$ cat config.mk
export PLATFORM = sky130hd
export DESIGN_NAME = gpio_in
export DESIGN_NICKNAME = d
export VERILOG_FILES = /design/src/rtl/gpio_in_pkg.sv /design/src/rtl/gpio_in_debounce.sv /design/src/rtl/gpio_in.sv
export SDC_FILE = /design/constraint.sdc
export NUM_CORES = 1
export LEC_CHECK = 0
export CELL_PAD_IN_SITES_DETAIL_PLACEMENT = 1
export CELL_PAD_IN_SITES_GLOBAL_PLACEMENT = 1
export CORE_ASPECT_RATIO = 0.8
export CORE_MARGIN = 1
export CORE_UTILIZATION = 30
export CTS_CLUSTER_SIZE = 8
export DETAILED_ROUTE_END_ITERATION = 8
export GPL_TIMING_DRIVEN = 0
export MAX_ROUTING_LAYER = met4
export PLACE_DENSITY_LB_ADDON = 0.3
export SLEW_MARGIN = 10
export SYNTH_ARGS = -nofsm -noshare
export SYNTH_HDL_FRONTEND = slang
export SYNTH_SLANG_ARGS = --single-unit
$ cat constraint.sdc
create_clock -name CLK -period 2.1 [get_ports CLK]
set_input_delay 0.315 -clock CLK [delete_from_list [all_inputs] [get_ports CLK]]
set_output_delay 0.315 -clock CLK [all_outputs]
set_load 0.03 [all_outputs]
$ cat src/rtl/gpio_in_pkg.sv
// Shared definitions for the gpio_in input peripheral: bus width, register
// offsets within the 16-byte window, default base address and helpers.
package gpio_in_pkg;

    localparam int MXLEN = 32;

    // Byte offsets of the registers inside the window.
    localparam logic [3:0] GPIN_LEVEL = 4'h0;
    localparam logic [3:0] GPIN_RISE  = 4'h4;
    localparam logic [3:0] GPIN_FALL  = 4'h8;
    localparam logic [3:0] GPIN_EN    = 4'hC;

    localparam logic [MXLEN-1:0] GPIN_BASE_DEFAULT = 32'h0000_2000;

    // Word select taken from ADDR[3:2].
    typedef enum logic [1:0] {
        REG_LEVEL = GPIN_LEVEL[3:2],
        REG_RISE  = GPIN_RISE[3:2],
        REG_FALL  = GPIN_FALL[3:2],
        REG_EN    = GPIN_EN[3:2]
    } gpin_reg_e;

    // Debounce counter width, never narrower than one bit.
    function automatic int cnt_width(input int cycles);
        return (cycles > 1) ? $clog2(cycles) : 1;
    endfunction

endpackage

$ cat src/rtl/gpio_in_debounce.sv
// One input pin: two-flop synchronizer, stable-mismatch counter and accepted
// level, with single-cycle pulses on the edge where a new level is taken.
module gpio_in_debounce
    import gpio_in_pkg::*;
#(
    parameter int DEBOUNCE_CYCLES = 16
) (
    input  logic clk,
    input  logic rst_n,
    input  logic pin,
    output logic level,
    output logic rise_pulse,
    output logic fall_pulse
);

    localparam int              CNT_W   = cnt_width(DEBOUNCE_CYCLES);
    localparam logic [CNT_W-1:0] CNT_MAX = CNT_W'(DEBOUNCE_CYCLES - 1);

    logic             sync0_p0;
    logic             sync1_p1;
    logic             stable;
    logic [CNT_W-1:0] cnt;
    logic             accept;

    // The mismatch is only ever towards ~stable, so one counter suffices.
    assign accept = (sync1_p1 != stable) && (cnt == CNT_MAX);

    always_ff @(posedge clk or negedge rst_n) begin
        if (!rst_n) begin
            sync0_p0 <= 1'b0;
            sync1_p1 <= 1'b0;
            stable   <= 1'b0;
            cnt      <= '0;
        end else begin
            // Stage p0 -> p1: metastability settling.
            sync0_p0 <= pin;
            sync1_p1 <= sync0_p0;
            if (sync1_p1 == stable) begin
                cnt <= '0;
            end else if (accept) begin
                stable <= sync1_p1;
                cnt    <= '0;
            end else begin
                cnt <= cnt + CNT_W'(1);
            end
        end
    end

    // Pulses are valid in the cycle before stable flips, so flags set on the
    // same edge that LEVEL changes.
    assign level      = stable;
    assign rise_pulse = accept &  sync1_p1;
    assign fall_pulse = accept & ~sync1_p1;

endmodule

$ cat src/rtl/gpio_in.sv
// Memory-mapped GPIO input block: per-pin debounce, sticky edge flags with
// write-1-to-clear, edge-interrupt enable mask and a registered IRQ line.
module gpio_in
    import gpio_in_pkg::*;
#(
    parameter int               WIDTH           = 4,
    parameter int               DEBOUNCE_CYCLES = 16,
    parameter logic [MXLEN-1:0] BASE_ADDR       = GPIN_BASE_DEFAULT
) (
    input  logic             CLK,
    input  logic             RST,
    input  logic [WIDTH-1:0] PIN,
    input  logic [MXLEN-1:0] ADDR,
    input  logic             LOAD,
    input  logic             STORE,
    input  logic [MXLEN-1:0] WDATA,
    output logic [MXLEN-1:0] RDATA,
    output logic             IRQ
);

    logic [WIDTH-1:0] level;
    logic [WIDTH-1:0] rise_set;
    logic [WIDTH-1:0] fall_set;
    logic [WIDTH-1:0] rise;
    logic [WIDTH-1:0] fall;
    logic [WIDTH-1:0] en;
    logic [WIDTH-1:0] rise_clr;
    logic [WIDTH-1:0] fall_clr;
    logic             en_wr;
    logic             hit;
    gpin_reg_e        reg_sel;
    logic             unused_bits;

    for (genvar i = 0; i < WIDTH; i++) begin : g_pin
        gpio_in_debounce #(
            .DEBOUNCE_CYCLES(DEBOUNCE_CYCLES)
        ) u_debounce (
            .clk       (CLK),
            .rst_n     (RST),
            .pin       (PIN[i]),
            .level     (level[i]),
            .rise_pulse(rise_set[i]),
            .fall_pulse(fall_set[i])
        );
    end

    assign hit     = (ADDR[MXLEN-1:4] == BASE_ADDR[MXLEN-1:4]);
    assign reg_sel = gpin_reg_e'(ADDR[3:2]);

    // Byte lanes and upper store bits carry no meaning for this block.
    assign unused_bits = ^{ADDR[1:0], WDATA};

    always_comb begin
        RDATA = '0;
        if (hit && LOAD) begin
            case (reg_sel)
                REG_LEVEL: RDATA = MXLEN'(level);
                REG_RISE:  RDATA = MXLEN'(rise);
                REG_FALL:  RDATA = MXLEN'(fall);
                REG_EN:    RDATA = MXLEN'(en);
            endcase
        end
    end

    always_comb begin
        rise_clr = '0;
        fall_clr = '0;
        en_wr    = 1'b0;
        if (hit && STORE) begin
            case (reg_sel)
                REG_RISE:  rise_clr = WDATA[WIDTH-1:0];
                REG_FALL:  fall_clr = WDATA[WIDTH-1:0];
                REG_EN:    en_wr    = 1'b1;
                default:   ;
            endcase
        end
    end

    always_ff @(posedge CLK or negedge RST) begin
        if (!RST) begin
            rise <= '0;
            fall <= '0;
            en   <= '0;
            IRQ  <= 1'b0;
        end else begin
            // A new event on the clearing edge wins over the clear.
            rise <= (rise & ~rise_clr) | rise_set;
            fall <= (fall & ~fall_clr) | fall_set;
            if (en_wr) begin
                en <= WDATA[WIDTH-1:0];
            end
            IRQ <= |((rise | fall) & en);
        end
    end

endmodule

==> run summary, run 1 <==
Die X -> 95.6 µm
routed vias -> 1575
Worst-path clk slew -> 0.08 ns
Cells after Synth -> 180
EDFF count, synth -> 0
leading area contributor after synthesis -> dfrtp_1
CTS buffer count -> 5
die area -> 7350 µm²
outcome -> complete, no violations
largest cells by area after synthesis -> dfrtp_1, buf_4, nor2b_1
fraction of the yosys area taken by sequential cells -> 48.8%
Sink Count -> 41
fin nets -> 341
Hold Crit Class -> flop to flop
crit start category -> input pin
CTS root buf -> clkbuf_8
flops & latches, synth -> 41
fmax -> 0.488 GHz
overall overflow remaining after global route -> 0
critical-path cell list -> clkdlybuf4s50_1, nor4_2, and4_1, buf_4, and3_4, buf_6
CTS max path bufs -> 2
top-count cell post-synth -> dfrtp_1
share of layout cells above drive strength 1 -> 30.1%
number of global-route vias before repair -> 1493
Syn-to-layout area delta -> 38.7%
cell leakage power -> 1.39 nW
DR WL/cell -> 13.2 µm
largest net degree at the start of global routing -> 34
top post-synthesis cells by count -> dfrtp_1, buf_4, nor2b_1
Yosys top cell area share -> 48.8%
Via density -> 4.50
Post-Layout Inst Area -> 2920 µm²
GR Util All Layers -> 13.6%
post-route clock period utilization -> 97.7%
DRC errors left -> 0
TritonRoute pass-1 iters -> 4
post-route minimum period -> 2.05 ns
# diodes -> 0
Worst EP required -> 1.78 ns
CP endpoint kind -> output pin
# port buffers -> 45
Clk Latency, worst-skew pair -> 0.29 ns
num rows -> 26
first-pass GRT wire length -> 7.35 mm
syn avg cell area -> 11.7 µm²
Initial Util -> 32.0%
Crit-path slowest cell -> clkdlybuf4s50_1
skew final -> 0.00730 ns
Syn Std Cell Area -> 2100 µm²
final setup fails -> 0
DPL Wire Length -> 3.58 mm
DRT iter0 DRCs -> 42
Post-synth ARST share -> 100%
die span in y -> 76.9 µm
TritonCTS clock tree -> yes
CTS H-tree depth -> 2
antenna violations before repair -> 0
crit-path max cell delay -> 0.42 ns
Final Power -> 1.64 mW
Syn. warnings -> 0
RD Place Congestion -> 0.676
Final Max Tran Viols -> 0
maximum VDD drop -> 0.000344 V
post-synthesis cell type count -> 31
Hold Fails Final Rpt -> 0
worst-path fanout max -> 7
Critical Path AT -> 1.74 ns
Max-Cap Viols -> 0
ANT nets after route -> 0
IO Count -> 105
core box area -> 6570 µm²
RSZ-0062 raised after global routing -> false
Total Wirelength -> 4.63 mm
Cell Area, Placed -> 2780 µm²
critical path class -> input pin to output pin
pwr dens -> 564 nW/µm²
hold_ws -> 0.353 ns
Synth Flop Type -> dfrtp_1
[final timing paths]
check / end / cells after the start / from / slack (ns)
min in group asynchronous: g_pin[2].u_debounce.cnt[3] / 2 / RST / 0.43
hold reg to reg: g_pin[0].u_debounce.sync1_p1 / 0 / g_pin[0].u_debounce.sync0_p0 / 0.35
setup / recovery: RDATA[2] / 6 / ADDR[5] / 0.05
hold / removal: g_pin[0].u_debounce.sync1_p1 / 0 / g_pin[0].u_debounce.sync0_p0 / 0.35
max in group asynchronous: g_pin[0].u_debounce.cnt[2] / 3 / RST / 1.22
setup reg to reg: fall[0] / 3 / g_pin[0].u_debounce.cnt[0] / 0.70
[routing by layer]
| layer | track usage, % | part of all wire, % |
|---|---|---|
| met2 | 20.8 | 47 |
| met4 | 2.69 | 0.86 |
| met1 | 17.5 | 44 |
| met3 | 4.56 | 8.7 |
| met5 | - | 0 |
[critical path: cells and delay by family]
family                 cells  cell delay (ns)
and+or+nand+nor            3             0.71
buffers and inverters      3             0.70
[cell families after synthesis]
kind of cell | Yosys count | synth area share (%)
flops | 41 | 48.8
buf+inv | 34 | 11.1
xor+xnor | 4 | 1.67
mux | 12 | 8.57
simple gates | 60 | 19.2
fa+ha+maj | 4 | 2.38
compound gates | 24 | 8.15
other cells | 1 | 0.178
[cell type report]
cell class / instances / area [µm²]
Timing Repair Buffer: 51 / 473
Multi-Input combinational cell: 132 / 985
Clock buffer: 5 / 68.8
Clock inverter: 3 / 22.5
Tap cell: 84 / 105
Sequential cell: 41 / 1030
Inverter: 4 / 15.0
Fill cell: 757 / 3650
Buffer: 30 / 221
[registers in the layout (all words and copies together), names as in the netlist]
signal                     flops
IRQ                            1
en                             4
fall                           4
g_pin.u_debounce.cnt          16
g_pin.u_debounce.level         4
g_pin.u_debounce.sync0_p0      4
g_pin.u_debounce.sync1_p1      4
rise                           4
[placed cells by master (no fill, tap or decap), types with 3 or more instances in the layout]
cell / count
ha_1: 4
buf_4: 34
dlygate4sd2_1: 3
o21ai_0: 7
clkdlybuf4s15_1: 4
buf_6: 3
conb_1: 28
clkdlybuf4s50_1: 27
and3_4: 3
a221o_2: 3
a221o_1: 5
xnor2_1: 4
nor2b_1: 22
a21oi_1: 6
and3_1: 5
or4_4: 3
mux4_2: 4
inv_1: 4
clkinvlp_4: 3
nand4b_1: 3
dfrtp_1: 41
nor3_1: 4
clkbuf_2: 5
nor2_1: 8
nand4_2: 3
clkbuf_8: 5
mux2_2: 8
[power breakdown]
group	total (mW)	switching [mW]	internal, mW
clock	0.518	0.285	0.233
sequential	0.844	0.0248	0.819
combinational	0.282	0.140	0.142
total	1.64	0.450	1.19
[repair_timing]
| action | CTS | global route |
|---|---|---|
| setup endpoints to repair | 4 | 4 |
| cloned | 0 | 0 |
| hold endpoints to repair | 8 | 0 |
| buffers inserted | 3 | 1 |
| gates resized for setup | 52 | 12 |
| pin swaps | 7 | 4 |
| hold buffers | 1 | 0 |
[metrics by stage]
stage | cells | TNS, ns | setup WS, ns | util, %
floorplan | 207 | 0 | 0.178 | -
global placement | 336 | -21.11 | -1.09 | 42.0
detailed placement | 337 | -6.30 | -1.06 | 42.2
CTS | 349 | 0 | 0.000844 | 44.4
global route | 350 | 0 | 0.00191 | 44.4
finish | 350 | 0 | 0.0493 | 44.4
No activity file was read; power rests on OpenSTA's default activity.
==> run 2, diff against run 1 <==
Settings changed: CORE_ASPECT_RATIO 0.8 to default, CORE_MARGIN 1 to default, TNS_END_PERCENT from default to 1.
==> run summary, run 2 (synthesis results as in run 1) <==
DR top layer -> met4
Final Power -> 1.80 mW (+9.3%)
Final Max Tran Viols -> 0 (unchanged)
area of the multi-input gates -> 986 µm² (+0.13%)
post-route clock period utilization -> 98.4% (+0.77 points)
first-pass GRT wire length -> 7.66 mm (+4.2%)
pwr dens -> 601 nW/µm² (+6.6%)
WHS Path Cells -> 0 (unchanged)
register area -> 1030 µm² (unchanged)
Hold Crit Class -> flop to flop
Max-Cap Viols -> 0 (unchanged)
ANT nets after route -> 0 (unchanged)
overall overflow remaining after global route -> 0 (unchanged)
fmax -> 0.484 GHz (-0.79%)
flip-flop count of the largest register after layout -> 16 (unchanged)
skew final -> 0.0147 ns (+0.00737 ns)
TritonCTS clock tree -> yes
die area -> 7350 µm² (about the same)
CTS max path bufs -> 2 (unchanged)
num rows -> 30 (+15%)
Sink Count -> 41 (unchanged)
Worst EP required -> 1.78 ns (about the same)
crit start category -> input pin
critical path class -> input pin to output pin
CTS buffer count -> 5 (unchanged)
maximum VDD drop -> 0.000307 V (-11%)
core box area -> 6790 µm² (+3.4%)
DRT met1 WL -> 2.02 mm (-0.64%)
Worst-path clk slew -> 0.07 ns (about the same)
most common cell after layout, fill and taps aside -> dfrtp_1
CTS H-tree depth -> 2 (unchanged)
# diodes -> 0 (unchanged)
DRC errors left -> 0 (unchanged)
Syn-to-layout area delta -> 42.2%
# port buffers -> 45 (unchanged)
DR WL/cell -> 12.9 µm (-2.3%)
Total Wirelength -> 4.67 mm (+0.80%)
Clk Latency, worst-skew pair -> 0.30 ns (about the same)
GR Util All Layers -> 13.9% (+0.33 points)
share of layout cells above drive strength 1 -> 27.5% (-2.5 points)
fin nets -> 340 (-0.29%)
largest net degree at the start of global routing -> 24 (-29%)
Via density -> 4.37 (-2.9%)
Biggest register -> g_pin.u_debounce.cnt
outcome -> complete, no violations
cell leakage power -> 1.43 nW (+2.8%)
die span in y -> 85.7 µm (+11%)
post-route minimum period -> 2.07 ns (+0.0162 ns)
number of global-route vias before repair -> 1608 (+7.7%)
DRT iter0 DRCs -> 43 (+2.4%)
R2R cell count -> 3 (unchanged)
Finished Layout Cells -> 361 (+3.1%)
met2 WL post-DR -> 2.29 mm (+6.1%)
Critical Path AT -> 1.75 ns (about the same)
hold_ws -> 0.350 ns (-0.00300 ns)
met3 wire length -> 273 µm (-32%)
RD Place Congestion -> 0.678 (+0.36%)
routed vias -> 1578 (+0.19%)
Hold Fails Final Rpt -> 0 (unchanged)
CP endpoint kind -> output pin
commonest cells after routing, fill and taps aside -> dfrtp_1, buf_4, conb_1
CTS root buf -> clkbuf_8
Initial Util -> 31.0% (-1.0 points)
DPL Wire Length -> 3.62 mm (+1.1%)
antenna violations before repair -> 0 (unchanged)
final setup fails -> 0 (unchanged)
Fillers -> 750 (-0.92%)
IO Count -> 105 (unchanged)
worst-path fanout max -> 4 (-3)
Die X -> 85.7 µm (-10%)
R2R setup slack -> 0.67 ns (-0.03 ns)
TritonRoute pass-1 iters -> 5 (+1)
Inst Count DP -> 349 (+3.6%)
-- run 2: changes by cell type in the layout (fill, tap and decap cells not counted), sizes merged --
cell / previous run / this run
dlygate4sd2: 3 / 9
buf: 40 / 37
clkbuf: 11 / 8
clkinvlp: 3 / 1
bufinv: 0 / 1
clkdlybuf4s15: 4 / 3
dlymetal6s2s: 0 / 1
-- run 2: layout make-up --
class                   instances  share of cell area (%)
flip-flops and latches         41                    34.3
clock buffers                   6                    2.76
repair buffers                 50                    16.8
well taps                      96                    4.02
plain buffers                  30                    7.41
clock inverters                 2                    1.26
multi-input cells             132                    33.0
inverters                       4                   0.502
-- run 2: timing repair --
action                                 CTS  global route
setup endpoints to repair                4             4
gates resized for setup                 42            10
hold buffers                             1             0
endpoints found under the hold margin   18             0
setup buffers                            3             0
pin swaps                                8             5
-- run 2: final timing paths --
| path | startpoint | endpoint |
|---|---|---|
| setup / recovery | ADDR[28] | RDATA[1] |
| hold / removal | g_pin[0].u_debounce.sync0_p0 | g_pin[0].u_debounce.sync1_p1 |
| setup reg to reg | g_pin[0].u_debounce.cnt[0] | fall[0] |
| hold reg to reg | g_pin[0].u_debounce.sync0_p0 | g_pin[0].u_debounce.sync1_p1 |
| max in group asynchronous | RST | fall[0] |
| min in group asynchronous | RST | g_pin[0].u_debounce.cnt[3] |
-- run 2: metal layers --
layer / vias to the layer above / GRT usage (%)
met2: 45 / 23.3
met4: 0 / 5.45
met3: 7 / 3.27
met1: 761 / 16.1
li1: 765 / -
met5: - / -
-- run 2: power breakdown --
group / switching, mW / internal (mW) / leakage (nW) / total (mW)
sequential: 0.0263 / 0.819 / 0.523 / 0.846
clock: 0.278 / 0.387 / 0.0574 / 0.664
combinational: 0.142 / 0.145 / 0.849 / 0.287
total: 0.446 / 1.35 / 1.43 / 1.80
-- run 2: through the flow --
stage | TNS, ns | setup WS [ns] | cell area [µm²] | utilization (%)
6_report | 0 | 0.0330 | 2990 | 44.0
5_1_grt | -0.00163 | -0.00109 | 2990 | 44.0
4_1_cts | 0 | 0.0203 | 2960 | 43.5
3_5_place_dp | -5.81 | -0.910 | 2800 | 41.2
3_3_place_gp | -21.41 | -0.886 | 2780 | 40.8
2_1_floorplan | 0 | 0.178 | 2200 | -
-- run 2: critical path, stage by stage --
cell,delay [ns]
clkdlybuf4s15_1,0.17
or4_4,0.56
nor4_4,0.35
and3_4,0.23
buf_6,0.13
